## config.mk

```make
export PLATFORM = sky130hd
export DESIGN_NAME = kernel_st_packetizer
export DESIGN_NICKNAME = d
export VERILOG_FILES = /design/src/rtl/kernel_st_packetizer.sv
export SDC_FILE = /design/constraint.sdc
export NUM_CORES = 1
export LEC_CHECK = 0
export BUFFER_PORTS_ARGS = -buffer_cell sky130_fd_sc_hd__buf_2
export CAP_MARGIN = 20
export CORE_AREA = 5 5 102 123
export DETAILED_ROUTE_END_ITERATION = 8
export DIE_AREA = 0 0 107 128
export PLACE_DENSITY = 0.65
export SLEW_MARGIN = 20
export SYNTH_ARGS = -nofsm -noshare
export SYNTH_HDL_FRONTEND = slang
export SYNTH_SLANG_ARGS = --single-unit
```

## constraint.sdc

```tcl
create_clock -name clk -period 3.2 [get_ports clk]
set_input_delay 0.64 -clock clk [delete_from_list [all_inputs] [get_ports clk]]
set_output_delay 0.64 -clock clk [all_outputs]
set_load 0.1 [all_outputs]
```

## src/rtl/kernel_st_packetizer.sv

```systemverilog
// Frames an unframed 32-bit Avalon-ST word stream into SOP/EOP/empty packets behind one registered stage.
// Define KERNEL_ST_PACKETIZER_HDR_EN to prefix every packet with a {seq, len} header word.
module kernel_st_packetizer (
  input  logic        clk,
  input  logic        reset_n,
  input  logic [15:0] pkt_len,
  output logic        in_ready,
  input  logic        in_valid,
  input  logic [31:0] in_data,
  input  logic        out_ready,
  output logic        out_valid,
  output logic [31:0] out_data,
  output logic        out_startofpacket,
  output logic        out_endofpacket,
  output logic [1:0]  out_empty,
  output logic [31:0] pkt_count
);

  typedef enum logic [1:0] {
`ifdef KERNEL_ST_PACKETIZER_HDR_EN
    HDR  = 2'd2,
`endif
    IDLE = 2'd0,
    BODY = 2'd1
  } state_t;

  state_t      state, state_nxt;
  logic [13:0] cnt, cnt_nxt;
  logic [1:0]  empty_last, empty_last_nxt;
  logic [15:0] seq, seq_nxt;

  logic        advance;
  logic        ready_int;
  logic        load;
  logic [31:0] ld_data;
  logic        ld_sop;
  logic        ld_eop;
  logic [1:0]  ld_empty;

  logic [15:0] len;
  logic [15:0] len_m1;
  logic [13:0] words_m1;
  logic [1:0]  empty_new;

  // len-1 gives both ceil(len/4)-1 (upper bits) and the EOP pad (inverted low bits).
  assign len       = (pkt_len == 16'd0) ? 16'd4 : pkt_len;
  assign len_m1    = len - 16'd1;
  assign words_m1  = len_m1[15:2];
  assign empty_new = ~len_m1[1:0];

  assign advance  = out_ready || !out_valid;
  assign in_ready = ready_int && reset_n;

  // NOTE: every signal driven here gets a default first, so no path can infer a latch.
  always_comb begin
    state_nxt      = state;
    cnt_nxt        = cnt;
    empty_last_nxt = empty_last;
    seq_nxt        = seq;
    ready_int      = 1'b0;
    load           = 1'b0;
    ld_data        = in_data;
    ld_sop         = 1'b0;
    ld_eop         = 1'b0;
    ld_empty       = 2'd0;

    case (state)
      IDLE: begin
`ifdef KERNEL_ST_PACKETIZER_HDR_EN
        state_nxt = HDR;
`else
        ready_int = advance;
        if (in_valid && advance) begin
          load           = 1'b1;
          ld_sop         = 1'b1;
          empty_last_nxt = empty_new;
          if (words_m1 == 14'd0) begin
            ld_eop   = 1'b1;
            ld_empty = empty_new;
            seq_nxt  = seq + 16'd1;
          end else begin
            cnt_nxt   = words_m1 - 14'd1;
            state_nxt = BODY;
          end
        end
`endif
      end

      BODY: begin
        ready_int = advance;
        if (in_valid && advance) begin
          load = 1'b1;
          if (cnt == 14'd0) begin
            ld_eop   = 1'b1;
            ld_empty = empty_last;
            seq_nxt  = seq + 16'd1;
`ifdef KERNEL_ST_PACKETIZER_HDR_EN
            state_nxt = HDR;
`else
            state_nxt = IDLE;
`endif
          end else begin
            cnt_nxt = cnt - 14'd1;
          end
        end
      end

`ifdef KERNEL_ST_PACKETIZER_HDR_EN
      HDR: begin
        if (advance) begin
          load           = 1'b1;
          ld_data        = {seq, len};
          ld_sop         = 1'b1;
          cnt_nxt        = words_m1;
          empty_last_nxt = empty_new;
          state_nxt      = BODY;
        end
      end
`endif

      default: state_nxt = IDLE;
    endcase
  end

  // NOTE: sequential state uses non-blocking assignments so all registers update from pre-edge values.
  always_ff @(posedge clk) begin
    if (!reset_n) begin
      state             <= IDLE;
      cnt               <= 14'd0;
      empty_last        <= 2'd0;
      seq               <= 16'd0;
      out_valid         <= 1'b0;
      out_data          <= 32'd0;
      out_startofpacket <= 1'b0;
      out_endofpacket   <= 1'b0;
      out_empty         <= 2'd0;
      pkt_count         <= 32'd0;
    end else begin
      state      <= state_nxt;
      cnt        <= cnt_nxt;
      empty_last <= empty_last_nxt;
      seq        <= seq_nxt;
      if (out_valid && out_ready && out_endofpacket)
        pkt_count <= pkt_count + 32'd1;
      // Stalled outputs hold; an idle advance only drops valid.
      if (advance) begin
        out_valid <= load;
        if (load) begin
          out_data          <= ld_data;
          out_startofpacket <= ld_sop;
          out_endofpacket   <= ld_eop;
          out_empty         <= ld_empty;
        end
      end
    end
  end

endmodule

```

=== Yosys cells after proc, flatten, opt, wreduce, memory -nomap -nowiden ===
Cells that the tools add are included.

* Register bits: 87
* Output and inout port bits: 70

* Muxes and demuxes: 25
* Bitwise gates (word level): 1
* $add $sub $neg: 4
* Reduce and logical (&&, ||, !) cells: 16
* Equality and inequality tests: 6

{| class="wikitable"
|+ Operators by type and width
! kind !! count
|-
| two-way mux 14 bit || 4
|-
| adder 32 x 1 -> 32 bit (second input constant) || 1
|-
| zero test 14 bit || 2
|-
| one-hot mux 14 bit (2 select lines) || 1
|-
| subtractor 14 x 1 -> 14 bit (second input constant) || 2
|-
| zero test 16 bit || 1
|-
| two-way mux 16 bit || 1
|-
| two-way mux 2 bit || 8
|-
| subtractor 16 x 1 -> 16 bit (second input constant) || 1
|-
| != test 2 bit (second input constant) || 5
|-
| two-way mux 1 bit || 8
|-
| one-hot mux 2 bit (2 select lines) || 2
|-
| AND reduction 5 bit || 1
|-
| logical AND 1 bit || 4
|-
| AND reduction 2 bit || 2
|-
| AND reduction 4 bit || 1
|-
| equality test 2 x 1 -> 1 bit (second input constant) || 1
|-
| zero test 2 bit || 1
|-
| inverter 2 bit || 1
|-
| one-hot mux 1 bit (2 select lines) || 1
|-
| nonzero test 2 bit || 1
|-
| OR reduction 2 bit || 1
|-
| zero test 1 bit || 1
|-
| logical OR 1 bit || 1
|}

=== Depth between registers and ports, before layout ===
* Word-level depth: 7
* Mapped depth: 12

=== Worst setup path before layout ===
Ideal clock, no wire load.

* Path type: input to register
* Start: in pkt_len[0]
* End: reg cnt[12]
* Path buffers: 0
* Data required time: 3.119 ns
* Arrival time: 3.038 ns
* Stages: 12
* Setup time: 0.081 ns
* Setup slack: 0.081 ns
* Cells stage by stage: inv_1 > ha_1 > or4b_4 > nor4_4 > o31a_2 > inv_1 > nand2_1 > ha_1 > a21boi_0 > nand3_1 > xnor2_1 > a211oi_2

* Cells in the longest elaborated chain, start to end: 7

{| class="wikitable"
|+ Ends and longest elaborated chain
! item !! RTL line !! text
|-
| start, declared || 6 || <nowiki>input logic [15:0] pkt_len,</nowiki>
|-
| zero test 16 bit || 46 || <nowiki>assign len = (pkt_len == 16'd0) ? 16'd4 : pkt_len;</nowiki>
|-
| two-way mux 16 bit * || 46 ||
|-
| subtractor 16 x 1 -> 16 bit * || 47 || <nowiki>assign len_m1 = len - 16'd1;</nowiki>
|-
| subtractor 14 x 1 -> 14 bit || 82 || <nowiki>cnt_nxt = words_m1 - 14'd1;</nowiki>
|-
| two-way mux 14 bit || 77 || <nowiki>if (words_m1 == 14'd0) begin</nowiki>
|-
| two-way mux 14 bit || 73 || <nowiki>if (in_valid && advance) begin</nowiki>
|-
| one-hot mux 14 bit (2 select lines) || 67 || <nowiki>case (state)</nowiki>
|-
| end signal, assigned || 140 || <nowiki>cnt <= cnt_nxt;</nowiki>
|-
| end, declared || 28 || <nowiki>logic [13:0] cnt, cnt_nxt;</nowiki>
|}

Mark *: on every way between the ends. The rest lies on a longest branch, timed or not. The select of a mux whose other input is x is not followed.
A chain may end at the register's enable or synchronous reset.

=== Final worst setup path ===
* Start: in pkt_len[0]
* End: reg cnt[11]

The elaborated chain is that of the path after synthesis.

==> impl_metrics.env <==
export IMPL_status="finished clean"
export IMPL_dr_pass1_iters=4
export IMPL_grt_pass1_vias=4276
export IMPL_grt_max_degree=51
export IMPL_final_hold_viol_count=0
export IMPL_r2r_slack_ns=0.80
export IMPL_total_leakage_power_uw=0.00242
export IMPL_detail_route_antenna_nets=0
export IMPL_numCtsBuffers=9
export IMPL_yosysSeqAreaShare_pct=39.4
export IMPL_core_sq_um=11300
export IMPL_hp_class="register to register"
export IMPL_p_seq_share_pct=41.3
export IMPL_required_ns=3.41
export IMPL_crit_fanout=11
export IMPL_ys_warn_count=0
export IMPL_syn_nets=599
export IMPL_p_sw_uw=860
export IMPL_timing_rr_start="state[0]$_SDFFE_PN0P_"
export IMPL_insertion_delay_ns=0.33
export IMPL_crit_end="cnt[11]$_SDFFE_PN0P_"
export IMPL_io_buffers=121
export IMPL_place_ws_ns=-0.156
export IMPL_wl_per_cell_um=14.7
export IMPL_cts_setup_buffers=0
export IMPL_grt_overflow=0
export IMPL_hpwl_mm=9.15
export IMPL_async_flop_share_pct=0
export IMPL_cts_path_max_buffers=2
export IMPL_cts_htree_levels=3
export IMPL_synth_top_area_share_pct=39.4
export IMPL_clock_fmax_mhz=331
export IMPL_core_rowCount=43
export IMPL_synthMuxAreaShare_pct=1.17
export IMPL_fp_dieW_um=107
export IMPL_switching_share_pct=30.9
export IMPL_syn_area_sq_um=4370
export IMPL_clock_skew_final_ns=0.00935
export IMPL_synth_edff_count=0
export IMPL_yosys_area_share_xor_xnor_pct=7.62
export IMPL_slowest_delay_ns=0.57
export IMPL_slew_viol_final=0
export IMPL_grt_antenna_before_repair=0
export IMPL_fp_dieH_um=128
export IMPL_synth_top_cells_by_count="nand2_1 (99), dfxtp_1 (86), nor2_1 (59), a21oi_1 (56), xor2_1 (26)"
export IMPL_setup_ws_ns=0.175
export IMPL_path_clk_slew_ns=0.07
export IMPL_grt_total_usage_pct=17.9
export IMPL_power_per_cell_area_nw_per_um2=493
export IMPL_path_cells="buf_2, inv_1, ha_1, or4b_4, nor4_4, nor3_1, or4_4, o21a_4, and3_1, mux2i_1, o211ai_1"
export IMPL_io_pins=122
export IMPL_gp_congestion=0.872
export IMPL_arrival_ns=3.23
export IMPL_reg2reg_depth=8
export IMPL_drc_errors=0
export IMPL_wl_mm=12.2
export IMPL_cts_root_buffer="clkbuf_16"
export IMPL_pwr_share_clk_pct=37.6
export IMPL_multi_input_area_sq_um=2450
export IMPL_synth_area_leaders="dfxtp_1 (39%), nand2_1 (8.5%), a21oi_1 (6.4%)"
export IMPL_critPathSlowestCell="or4b_4"
export IMPL_first_iter_violations=187
export IMPL_r2r_end="cnt[7]$_SDFFE_PN0P_"
export IMPL_drive_above_1_share_pct=30.2
export IMPL_fin_tns_setup_ns=0
export IMPL_synth_simple_area_share_pct=29.5
export IMPL_synthCells=544
export IMPL_drv_cap=0
export IMPL_p_total_uw=2780
export IMPL_crit_path_end_kind="register"
export IMPL_diodes=0
export IMPL_synth_avg_cell_area_sq_um=8.03
export IMPL_synthFlopType="dfxtp_1"
export IMPL_worst_slew_pin_slew_ns=0.696
export IMPL_synth_compound_area_share_pct=16.9
export IMPL_nets=746
export IMPL_power_internal_uw=1920
export IMPL_utilization_pct=49.9
export IMPL_layout_min_cycle_time_ns=3.03
export IMPL_rsz0062_at_grt="no"
export IMPL_ys_ff_latch=86
export IMPL_peakVddDrop_mv=0.273
export IMPL_areaGrowthSynthToFinish_pct=29.1
export IMPL_timing_worst_setup_path_type="input port to register"
export IMPL_ff_latch_area_sq_um=1720
export IMPL_finalSetupViolCount=0
export IMPL_grt_pass1_wl_mm=20.3
export IMPL_synthAdderAreaFrac_pct=0.859
export IMPL_vias_per_cell=5.26
export IMPL_cts_sink_count=86
export IMPL_yosysTopAreaCell="dfxtp_1"
export IMPL_ctsHoldBuffers=0
export IMPL_post_cts_resized=0
export IMPL_start_util_pct=38.7
export IMPL_post_route_period_util_pct=94.5
export IMPL_ys_types=61
export IMPL_pwr_share_comb_pct=21.0
export IMPL_start_kind="input port"
export IMPL_synth_most_common_cell="nand2_1"
export IMPL_slew_headroom_pct=53.1
export IMPL_n_fill_cell=1119
export IMPL_via_count=4372
export IMPL_die_area_sq_um=13700
export IMPL_cts_tree="yes"
export IMPL_whs_ns=0.452
export IMPL_synth_top_family_by_area="simple AND/OR/NAND/NOR gates"
export IMPL_startpoint="pkt_len[0]"
## flip-flops by register name (all words and copies together) (netlist names)
| signal | cells |
|---|---|
| cnt | 14 |
| empty_last | 2 |
| out_data | 32 |
| out_empty | 2 |
| out_endofpacket | 1 |
| out_startofpacket | 1 |
| out_valid | 1 |
| pkt_count | 32 |
| state | 1 |
## cell type report
cell class	instances	share of cell area, %
Clock buffer	11	4.30
Clock inverter	5	0.998
Inverter	11	0.732
Multi-Input combinational cell	418	43.4
Sequential cell	86	30.5
Tap cell	135	2.99
Timing Repair Buffer	165	17.0
## per-stage QoR
stage	instance area, sq um	cells
2_1_floorplan	4370	544
3_3_place_gp	5340	815
3_5_place_dp	5340	815
4_1_cts	5640	831
5_1_grt	5640	831
6_report	5640	831
## routing by layer
metal	share of wire, %	routed length (um)	track usage, %	up-vias
li1	-	-	-	2188
met1	44	5370	22.6	2039
met2	49	5970	30.3	131
met3	5.6	679	4.13	14
met4	1.4	174	5.64	0
met5	0	0	0	-
## cell usage in the layout (no fill, tap or decap), drive strengths merged, types with 3 or more instances in the layout
cell type / netlist / layout
o31ai: 4 / 4
or2: 4 / 4
nor2: 59 / 59
nor3: 11 / 11
and4: 3 / 3
inv: 11 / 12
nand3: 20 / 20
or4: 6 / 6
a21oi: 56 / 56
xor2: 26 / 26
or3: 14 / 14
xnor2: 12 / 12
and3: 9 / 9
ha: 3 / 3
nor4: 10 / 10
o21ai: 16 / 16
o22ai: 3 / 3
a211oi: 10 / 10
dfxtp: 86 / 86
o21a: 3 / 3
o31a: 4 / 4
nand2b: 4 / 4
buf: 11 / 165
mux2i: 4 / 4
clkbuf: 18 / 11
nand4: 14 / 14
nand2: 99 / 99
## worst min-delay path by stage
stage	slack [ns]	cells after the start	end	from
2_1_floorplan	0.45	2	cnt[13]$_SDFFE_PN0P_	cnt[13]$_SDFFE_PN0P_
3_3_place_gp	0.44	2	out_empty[0]$_SDFFE_PN0P_	out_empty[0]$_SDFFE_PN0P_
3_5_place_dp	0.44	2	out_data[28]$_SDFFE_PN0P_	out_data[28]$_SDFFE_PN0P_
4_1_cts	0.45	2	out_data[28]$_SDFFE_PN0P_	out_data[28]$_SDFFE_PN0P_
5_1_grt	0.47	2	out_data[5]$_SDFFE_PN0P_	out_data[5]$_SDFFE_PN0P_
6_report	0.45	2	out_data[26]$_SDFFE_PN0P_	out_data[26]$_SDFFE_PN0P_
## critical path, delay by kind of cell
family	cells	cell delay, ns
AND/OR/NAND/NOR	5	1.77
AO/OA/AOI/OAI	2	0.36
multiplexers	1	0.13
buffers and inverters	2	0.17
adder cells (fa/ha/maj)	1	0.16
## power by group through the flow
stage,Clock [uW],Sequential [uW],Combinational [uW]
3_5_place_dp,0,1170,582
5_1_grt,1120,1150,625
4_1_cts,1070,1150,584
2_1_floorplan,0,1350,232
3_3_place_gp,0,1170,575
6_report,1050,1150,584
## cell families after synthesis
logic type,count (synthesis)
buffers and inverters,40
and+or+nand+nor,261
DFF,86
xor gates and xnor gates,38
AOI/OAI and AO/OA,111
adders and majority gates,3
muxes,5
Note: power is estimated with default switching activity, not from simulation.
